**src/rtl/fduart_tx_arbiter.sv**
```systemverilog
// Round-robin, message-atomic arbiter that shares the fduart TX FIFO
// among NUM_REQ byte-stream requesters, pacing writes against FIFO full.
module fduart_tx_arbiter #(
  parameter int NUM_REQ      = 4,
  parameter int IDLE_TIMEOUT = 1024
) (
  input  logic                   sysclk,
  input  logic                   sysreset,
  input  logic [NUM_REQ-1:0]     req_valid,
  input  logic [8*NUM_REQ-1:0]   req_data,
  input  logic [NUM_REQ-1:0]     req_last,
  output logic [NUM_REQ-1:0]     req_ready,
  output logic [NUM_REQ-1:0]     grant,
  output logic                   busy,
  output logic                   timeout_pulse,
  input  logic                   atx_fifo_full,
  output logic [15:0]            data_out,
  output logic                   atx_reg_load
);

  localparam int PW = (NUM_REQ > 1) ? $clog2(NUM_REQ) : 1;
  localparam int WW = (IDLE_TIMEOUT > 1) ? $clog2(IDLE_TIMEOUT) : 1;
  localparam logic [WW-1:0] TLIM =
    WW'((IDLE_TIMEOUT > 0) ? IDLE_TIMEOUT - 1 : 0);

  typedef logic [NUM_REQ-1:0] req_t;
  typedef enum logic {S_IDLE, S_SEND} state_t;

  state_t        r_state, w_state;
  req_t          r_grant, w_grant;
  logic [PW-1:0] r_owner, w_owner;
  logic [PW-1:0] r_ptr, w_ptr;
  logic [1:0]    r_hold, w_hold;
  logic [WW-1:0] r_wdog, w_wdog;
  logic          r_load, w_load;
  logic [7:0]    r_data, w_data;
  logic          r_tout, w_tout;

  logic [PW-1:0] w_sel;
  req_t          w_sel_oh;
  logic          w_any;
  logic          w_own_valid;
  logic          w_own_last;
  logic [7:0]    w_own_byte;
  logic [PW-1:0] w_ptr_nxt;
  logic          w_open;
  logic          w_accept;

  // First valid requester at or after the pointer, wrapping.
  always_comb begin
    logic [PW:0] v_sum;
    logic        v_found;
    v_found = 1'b0;
    v_sum   = '0;
    w_sel   = r_ptr;
    for (int k = 0; k < NUM_REQ; k++) begin
      v_sum = {1'b0, r_ptr} + (PW+1)'(k);
      if (v_sum >= (PW+1)'(NUM_REQ))
        v_sum = v_sum - (PW+1)'(NUM_REQ);
      if (!v_found && req_valid[v_sum[PW-1:0]]) begin
        v_found = 1'b1;
        w_sel   = v_sum[PW-1:0];
      end
    end
  end

  always_comb begin
    w_own_valid = 1'b0;
    w_own_last  = 1'b0;
    w_own_byte  = '0;
    for (int i = 0; i < NUM_REQ; i++) begin
      if (r_owner == PW'(i)) begin
        w_own_valid = req_valid[i];
        w_own_last  = req_last[i];
        w_own_byte  = req_data[8*i +: 8];
      end
    end
  end

  assign w_any     = |req_valid;
  assign w_sel_oh  = req_t'(1) << w_sel;
  assign w_ptr_nxt = (r_owner == PW'(NUM_REQ - 1)) ? '0
                   : r_owner + 1'b1;
  assign w_open    = (r_state == S_SEND) && !atx_fifo_full
                   && (r_hold == 2'd0);
  assign w_accept  = w_open && w_own_valid;

  always_comb begin
    w_state = r_state;
    w_grant = r_grant;
    w_owner = r_owner;
    w_ptr   = r_ptr;
    w_hold  = (r_hold != 2'd0) ? r_hold - 2'd1 : 2'd0;
    w_wdog  = r_wdog;
    w_load  = 1'b0;
    w_data  = r_data;
    w_tout  = 1'b0;
    unique case (r_state)
      S_IDLE: begin
        if (w_any) begin
          w_state = S_SEND;
          w_grant = w_sel_oh;
          w_owner = w_sel;
          w_wdog  = '0;
        end
      end
      S_SEND: begin
        if (w_accept) begin
          w_load = 1'b1;
          w_data = w_own_byte;
          w_hold = 2'd2;
          w_wdog = '0;
          if (w_own_last) begin
            w_state = S_IDLE;
            w_grant = '0;
            w_ptr   = w_ptr_nxt;
          end
        end else if (!w_own_valid && IDLE_TIMEOUT > 0) begin
          // Only an owner with nothing to offer counts toward revocation.
          if (r_wdog == TLIM) begin
            w_tout  = 1'b1;
            w_state = S_IDLE;
            w_grant = '0;
            w_ptr   = w_ptr_nxt;
            w_wdog  = '0;
          end else begin
            w_wdog = r_wdog + 1'b1;
          end
        end
      end
      default: w_state = S_IDLE;
    endcase
  end

  always_ff @(posedge sysclk or posedge sysreset) begin
    if (sysreset) begin
      r_state <= S_IDLE;
      r_grant <= '0;
      r_owner <= '0;
      r_ptr   <= '0;
      r_hold  <= '0;
      r_wdog  <= '0;
      r_load  <= 1'b0;
      r_data  <= '0;
      r_tout  <= 1'b0;
    end else begin
      r_state <= w_state;
      r_grant <= w_grant;
      r_owner <= w_owner;
      r_ptr   <= w_ptr;
      r_hold  <= w_hold;
      r_wdog  <= w_wdog;
      r_load  <= w_load;
      r_data  <= w_data;
      r_tout  <= w_tout;
    end
  end

  assign req_ready     = w_open ? r_grant : '0;
  assign grant         = r_grant;
  assign busy          = (r_state == S_SEND);
  assign timeout_pulse = r_tout;
  assign data_out      = {8'h00, r_data};
  assign atx_reg_load  = r_load;

endmodule
```
**config.mk**
```make
export PLATFORM = sky130hd
export DESIGN_NAME = fduart_tx_arbiter
export DESIGN_NICKNAME = d
export VERILOG_FILES = /design/src/rtl/fduart_tx_arbiter.sv
export SDC_FILE = /design/constraint.sdc
export NUM_CORES = 1
export LEC_CHECK = 0
export ABC_AREA = 0
export CORE_MARGIN = 3
export CORE_UTILIZATION = 45
export DETAILED_ROUTE_END_ITERATION = 16
export GPL_TIMING_DRIVEN = 0
export HOLD_SLACK_MARGIN = 0.05
export PLACE_DENSITY = 0.88
export SYNTH_ARGS = -nofsm -noshare
export SYNTH_HDL_FRONTEND = slang
export SYNTH_SLANG_ARGS = --single-unit
export TNS_END_PERCENT = 1
```
**constraint.sdc**
```tcl
create_clock -name sysclk -period 2.9 [get_ports sysclk]
set_input_delay 0.725 -clock sysclk [delete_from_list [all_inputs] [get_ports sysclk]]
set_output_delay 0.725 -clock sysclk [all_outputs]
set_load 0.005 [all_outputs]
```
# == Yosys cells after proc, flatten, opt, wreduce, memory -nomap -nowiden ==
# Index checks and enable logic that the tools add are counted.
# totals
out_inout_bits,27
register_bits,31
wordCells,122
inputBits,43
# op_classes
order_cmp,8
n_reduce_logical,20
n_eq_ne,10
muxes,63
shifts,1
bitwise,1
n_addsub,10
# op_table
operator,count
10-bit two-way mux,4
2-bit two-way mux,16
8-bit two-way mux,4
1-bit two-way mux,26
4-bit two-way mux,6
10-bit one-hot mux with 2 select lines,1
"2-bit by 3-bit less-than comparator with 1-bit output, second input constant",4
"10-bit by 1-bit adder with 10-bit output, second input constant",1
"10-bit == test, second input constant",1
"2-bit by 1-bit subtractor with 2-bit output, second input constant",5
"3-bit >= comparator, second input constant",3
1-bit binary-select mux with 2-bit select,4
4-bit one-hot mux with 2 select lines,1
4-bit AND reduction,2
"2-bit by 2-bit adder with 3-bit output, second input constant",2
1-bit logical AND,6
2-bit AND reduction,3
"2-bit == test, second input constant",2
1-bit zero test,4
2-bit zero test,2
"2-bit inequality test, second input constant",2
2-bit nonzero test,2
4-bit OR reduction,1
"1-bit by 2-bit << shifter with 4-bit output, first input constant",1
other kinds (10),10

# == Logic depth before layout (Yosys ltp) ==
# depth
depth_word,17
mapped_depth,9
depth_no_buf,7

# == Worst setup path before layout ==
# Ideal clock, no wire load.
# synth_path
path_type,in2out
startpoint,input atx_fifo_full
endpoint,output req_ready[0]
t_arrival_ns,1.443
t_required_ns,2.175
cell_stages,3
path_slack_ns,0.732
cell_sequence,nor3_4 -> clkbuf_1 -> and3_1
# synth_via
elab_chain_len,4
# synth_rtl
element,line,text
from (decl),16,"input logic atx_fifo_full,"
1-bit zero test,84,assign w_open = (r_state == S_SEND) && !atx_fifo_full
1-bit logical AND,84,
1-bit logical AND,85,&& (r_hold == 2'd0);
4-bit two-way mux,159,assign req_ready = w_open ? r_grant : '0;
to (decl),12,"output logic [NUM_REQ-1:0] req_ready,"
# Every way passes these cells.

# == Worst setup path in the final report ==
# layout_path
startpoint,input req_valid[0]
endpoint,register r_data[3]
# layout_via
elab_chain_len,6
# layout_rtl
element,line,text
from (decl),9,"input logic [NUM_REQ-1:0] req_valid,"
1-bit two-way mux (4 in series),72,if (r_owner == PW'(i)) begin
1-bit logical AND,86,assign w_accept = w_open && w_own_valid;
2-bit AND reduction (no source line),--,
to (signal assigned),154,r_data <= w_data;
to (decl),36,"logic [7:0] r_data, w_data;"
# Every way passes these cells.
# A chain may end at the register's enable or synchronous reset.

==> results <==
- Setup slack on the worst reg-to-reg path comes out at 0.42 ns.
- The via count of the first global-routing pass is 1882.
- For this run, the top clock speed supported by timing is 0.371 GHz.
- Headroom to the max-slew limit came out at 24.5%.
- Summed over all layers, the global routing overflow is 0.
- The multi-input combinational cell area is 1090 sq um.
- The count of unresolved DRC violations after routing is 0.
- The detailed-router iteration count before antenna repair is 4.
- The slew at the pin closest to its max-slew limit is 1.13 ns.
- The path type of the worst min-delay path is reg -> reg.
- Entering global routing, the biggest net connects 32 pins.
- At the end of the flow, the number of nets in the layout was 347.
- The final layout contains routed wiring with a total length of 5140 um.
- After detailed routing, the number of vias per cell comes to 5.53.
- The worst clock skew on the final layout is 0.00358 ns.
- Each instance of the synthesized netlist takes up on average 8.93 sq um.
- In the final layout, the share of cells above drive strength 1 is 11.3%.
- Setup repair after global routing left no endpoint under its margin.
- The routability-driven placement congestion ratio is 0.814.
- The layout has 345 filler cells.
- After clock tree synthesis, the clock-pin slew on the worst setup and hold paths is 0.06 ns.
- At the end of the flow the core is filled with cells to 67.8%.
- The delay of the slowest critical-path stage is 0.55 ns.
- The worst setup path is launched from a primary input.
- The area added between synthesis and finish is 41.3%.
- Counting flops and latches in the post-synthesis netlist gives 31.
- The number of top-level pins is 70.
- Once the floorplan was initialized, standard cells occupied 47.9% of the core.
- Walking the worst path, the cells encountered are clkdlybuf4s50_1 -> nand3b_1 -> a311oi_4 -> nand3_1 -> clkbuf_1 -> nand2_1 -> o21ai_0.
- The max-slew violation count is 0.
- The most used flip-flop cell after synthesis is dfrtp_1.
- In the post-synthesis netlist, the biggest area contributors are dfrtp_1 (39%), nand2_1 (5.1%), o21ai_0 (4.8%).
- In this run, synthesis inferred 0 flip-flops with an integrated enable.
- The average detailed-routed wire length per instance is 14.7 um.
- IR analysis of the VDD net gives a maximum drop of 0.492 mV.
- The first global-routing pass estimated 8650 um of wire.
- The number of cells in the finished layout apart from fillers is 350.
- The routed layout has 1934 vias.
- The largest buffer count on any clock path is 2.
- The synthesized instance count is 221.
- Setup violations remaining at the end of the flow were counted as 0.
- In this run the horizontal extent of the chip is 72.2 um.
- Of the available clock period, the critical path in the final layout requires 92.9%.
- The total CTS buffers is 5.
- CTS saw 31 sinks.
- After synthesis, the largest area contributor takes up 39.3% of total cell area.
- The CTS tree is built.
- The static power due to leakage is 1.24 nW.
- The commonest non-fill, non-tap cell in the layout is clkdlybuf4s50_1.
- The mapped netlist covers 1970 sq um.
- The max-cap violation count is 0.
- At the later pin of the worst-skew pair, clock insertion delay measures 0.28 ns.
- Across every metal layer, demand over resource in global routing totals 21.1%.
- In the final layout, flip-flops and latches occupy 776 sq um.
- Counting tap cells, the placed design contains a total of 339 instances.
- In the layout the commonest cells are clkdlybuf4s50_1 (60), dfrtp_1 (31), nand2_1 (27), o21ai_0 (19), a21oi_1 (14).
- The initial antenna violation count is 0.
- After legalization and detailed placement, the total HPWL measured 3860 um.
- For this run, the number of Yosys warnings is 0.
- The design draws 2.42 mW.
- The sequential-to-total area share from yosys stat is 39.3%.
- For this design, the CTS-stage hold fixing added 0 buffers.
- The count of buffers inserted at the top-level ports is 61.
- The region available for standard cell placement spans 4120 sq um.
- The count of antenna-violating nets left after detailed routing is 0.
- The power per cell area is 868 nW/um^2.
- The minimum clock period is 2.69 ns.
- The data arrival time of the worst path is 2.85 ns.
- The row count is 23.
- The unique cell type count in the Yosys netlist is 51.
- The final number of hold-violating endpoints is 0.
- STA classifies the critical path endpoint as a flop.
- The critical path required time is 3.05 ns.
- Along the worst path, the maximum fanout reaches 10.
- The die area is 5220 sq um.
- The critical path start-end classification is in -> reg.
- The antenna diode instance count is 0.
- The critical path's slowest cell is clkdlybuf4s50_1.
- The first routing iteration left 191 violations.
- The clock tree synthesis step divided the H-tree into 2 levels.
- dfrtp_1 takes more of the synthesized area than any other cell.
- Of all flip-flops after synthesis, the portion carrying an async set or reset was 100%.
- The library cell used as clock root buffer is clkbuf_8.
- The flow ran to the end, and the final reports show no timing, DRC or antenna violations.
- The die is 72.2 um tall.
-- through the flow --
stage,setup WS (ns),setup TNS [ns],instance area [sq um],hold WS [ns]
4_1_cts,0.0155,0,2780,0.485
3_5_place_dp,-0.412,-1.80,2670,0.472
6_report,0.205,0,2790,0.487
2_1_floorplan,0.732,0,2000,0.456
3_3_place_gp,-0.400,-1.70,2670,0.465
5_1_grt,0.0672,0,2790,0.515
-- metal layers --
layer / vias to the layer above / global-route usage, % / wire [um] / part of all wire, %
met3: 7 / 6.09 / 450 / 8.8
met4: 0 / 5.22 / 40 / 0.78
met5: - / 0 / 0 / 0
met1: 912 / 27.1 / 2170 / 42
met2: 66 / 35.0 / 2480 / 48
li1: 949 / - / - / -
-- critical path: cells and delay by family --
kind | cells | cell delay [ns]
buf+inv | 2 | 0.87
compound gates | 2 | 0.58
simple gates | 3 | 0.68
-- registers in the layout, indices dropped and copies added, names as in the netlist --
signal and count:
r_wdog 10, r_ptr 2, atx_reg_load 1, r_hold 2, busy 1, grant 4, r_data 8, timeout_pulse 1
r_owner 2
-- where the power goes --
part | internal (mW) | switching, mW | leakage, nW
registers | 0.581 | 0.117 | 0.405
logic | 0.680 | 0.728 | 0.797
clock network | 0.168 | 0.148 | 0.0422
-- repair_timing --
action	CTS	global route
pin swaps	1	1
setup endpoints to repair	4	4
gates cloned	0	0
gates resized for setup	3	1
setup buffers	2	1
-- final timing paths --
path / start / end / cells past startpoint
worst max-delay path: req_valid[0] / r_data[3] / 7
worst min-delay path: r_data[4] / r_data[4] / 2
worst max register to register: r_owner[0] / r_data[3] / 9
worst min register to register: r_data[4] / r_data[4] / 2
max in group asynchronous: sysreset / r_owner[1] / 2
min in group asynchronous: sysreset / atx_reg_load / 2
-- cells in the mapped netlist (all sizes together) (5+ instances only) --
library cell  instances
a21oi                15
a221oi                8
a31oi                 6
and3                  7
buf                  12
clkbuf                7
dfrtp                31
ha                    5
inv                   7
nand2                27
nor2                  8
nor2b                13
nor3                 13
o21ai                19
-- area by class of cell --
type,instances,share of cell area (%)
Inverter,7,0.942
Buffer,19,4.26
Clock buffer,7,2.74
Timing Repair Buffer,64,22.8
Clock inverter,1,0.179
Sequential cell,31,27.8
Multi-Input combinational cell,171,39.0
Tap cell,50,2.24
-- kinds of logic (layout without fill, tap and decap cells) --
logic type               after synthesis  count (layout)  share of synthesized area (%)
multiplexers                           4               4                           2.22
AO/OA/AOI/OAI                         65              65                           23.2
buffers and inverters                 26              98                           6.85
other                                  1               8                          0.190
flip-flops                            31              31                           39.3
AND/OR/NAND/NOR                       89              89                           25.0
adder cells (fa/ha/maj)                5               5                           3.17
No activity file was read; power rests on OpenSTA's default activity.
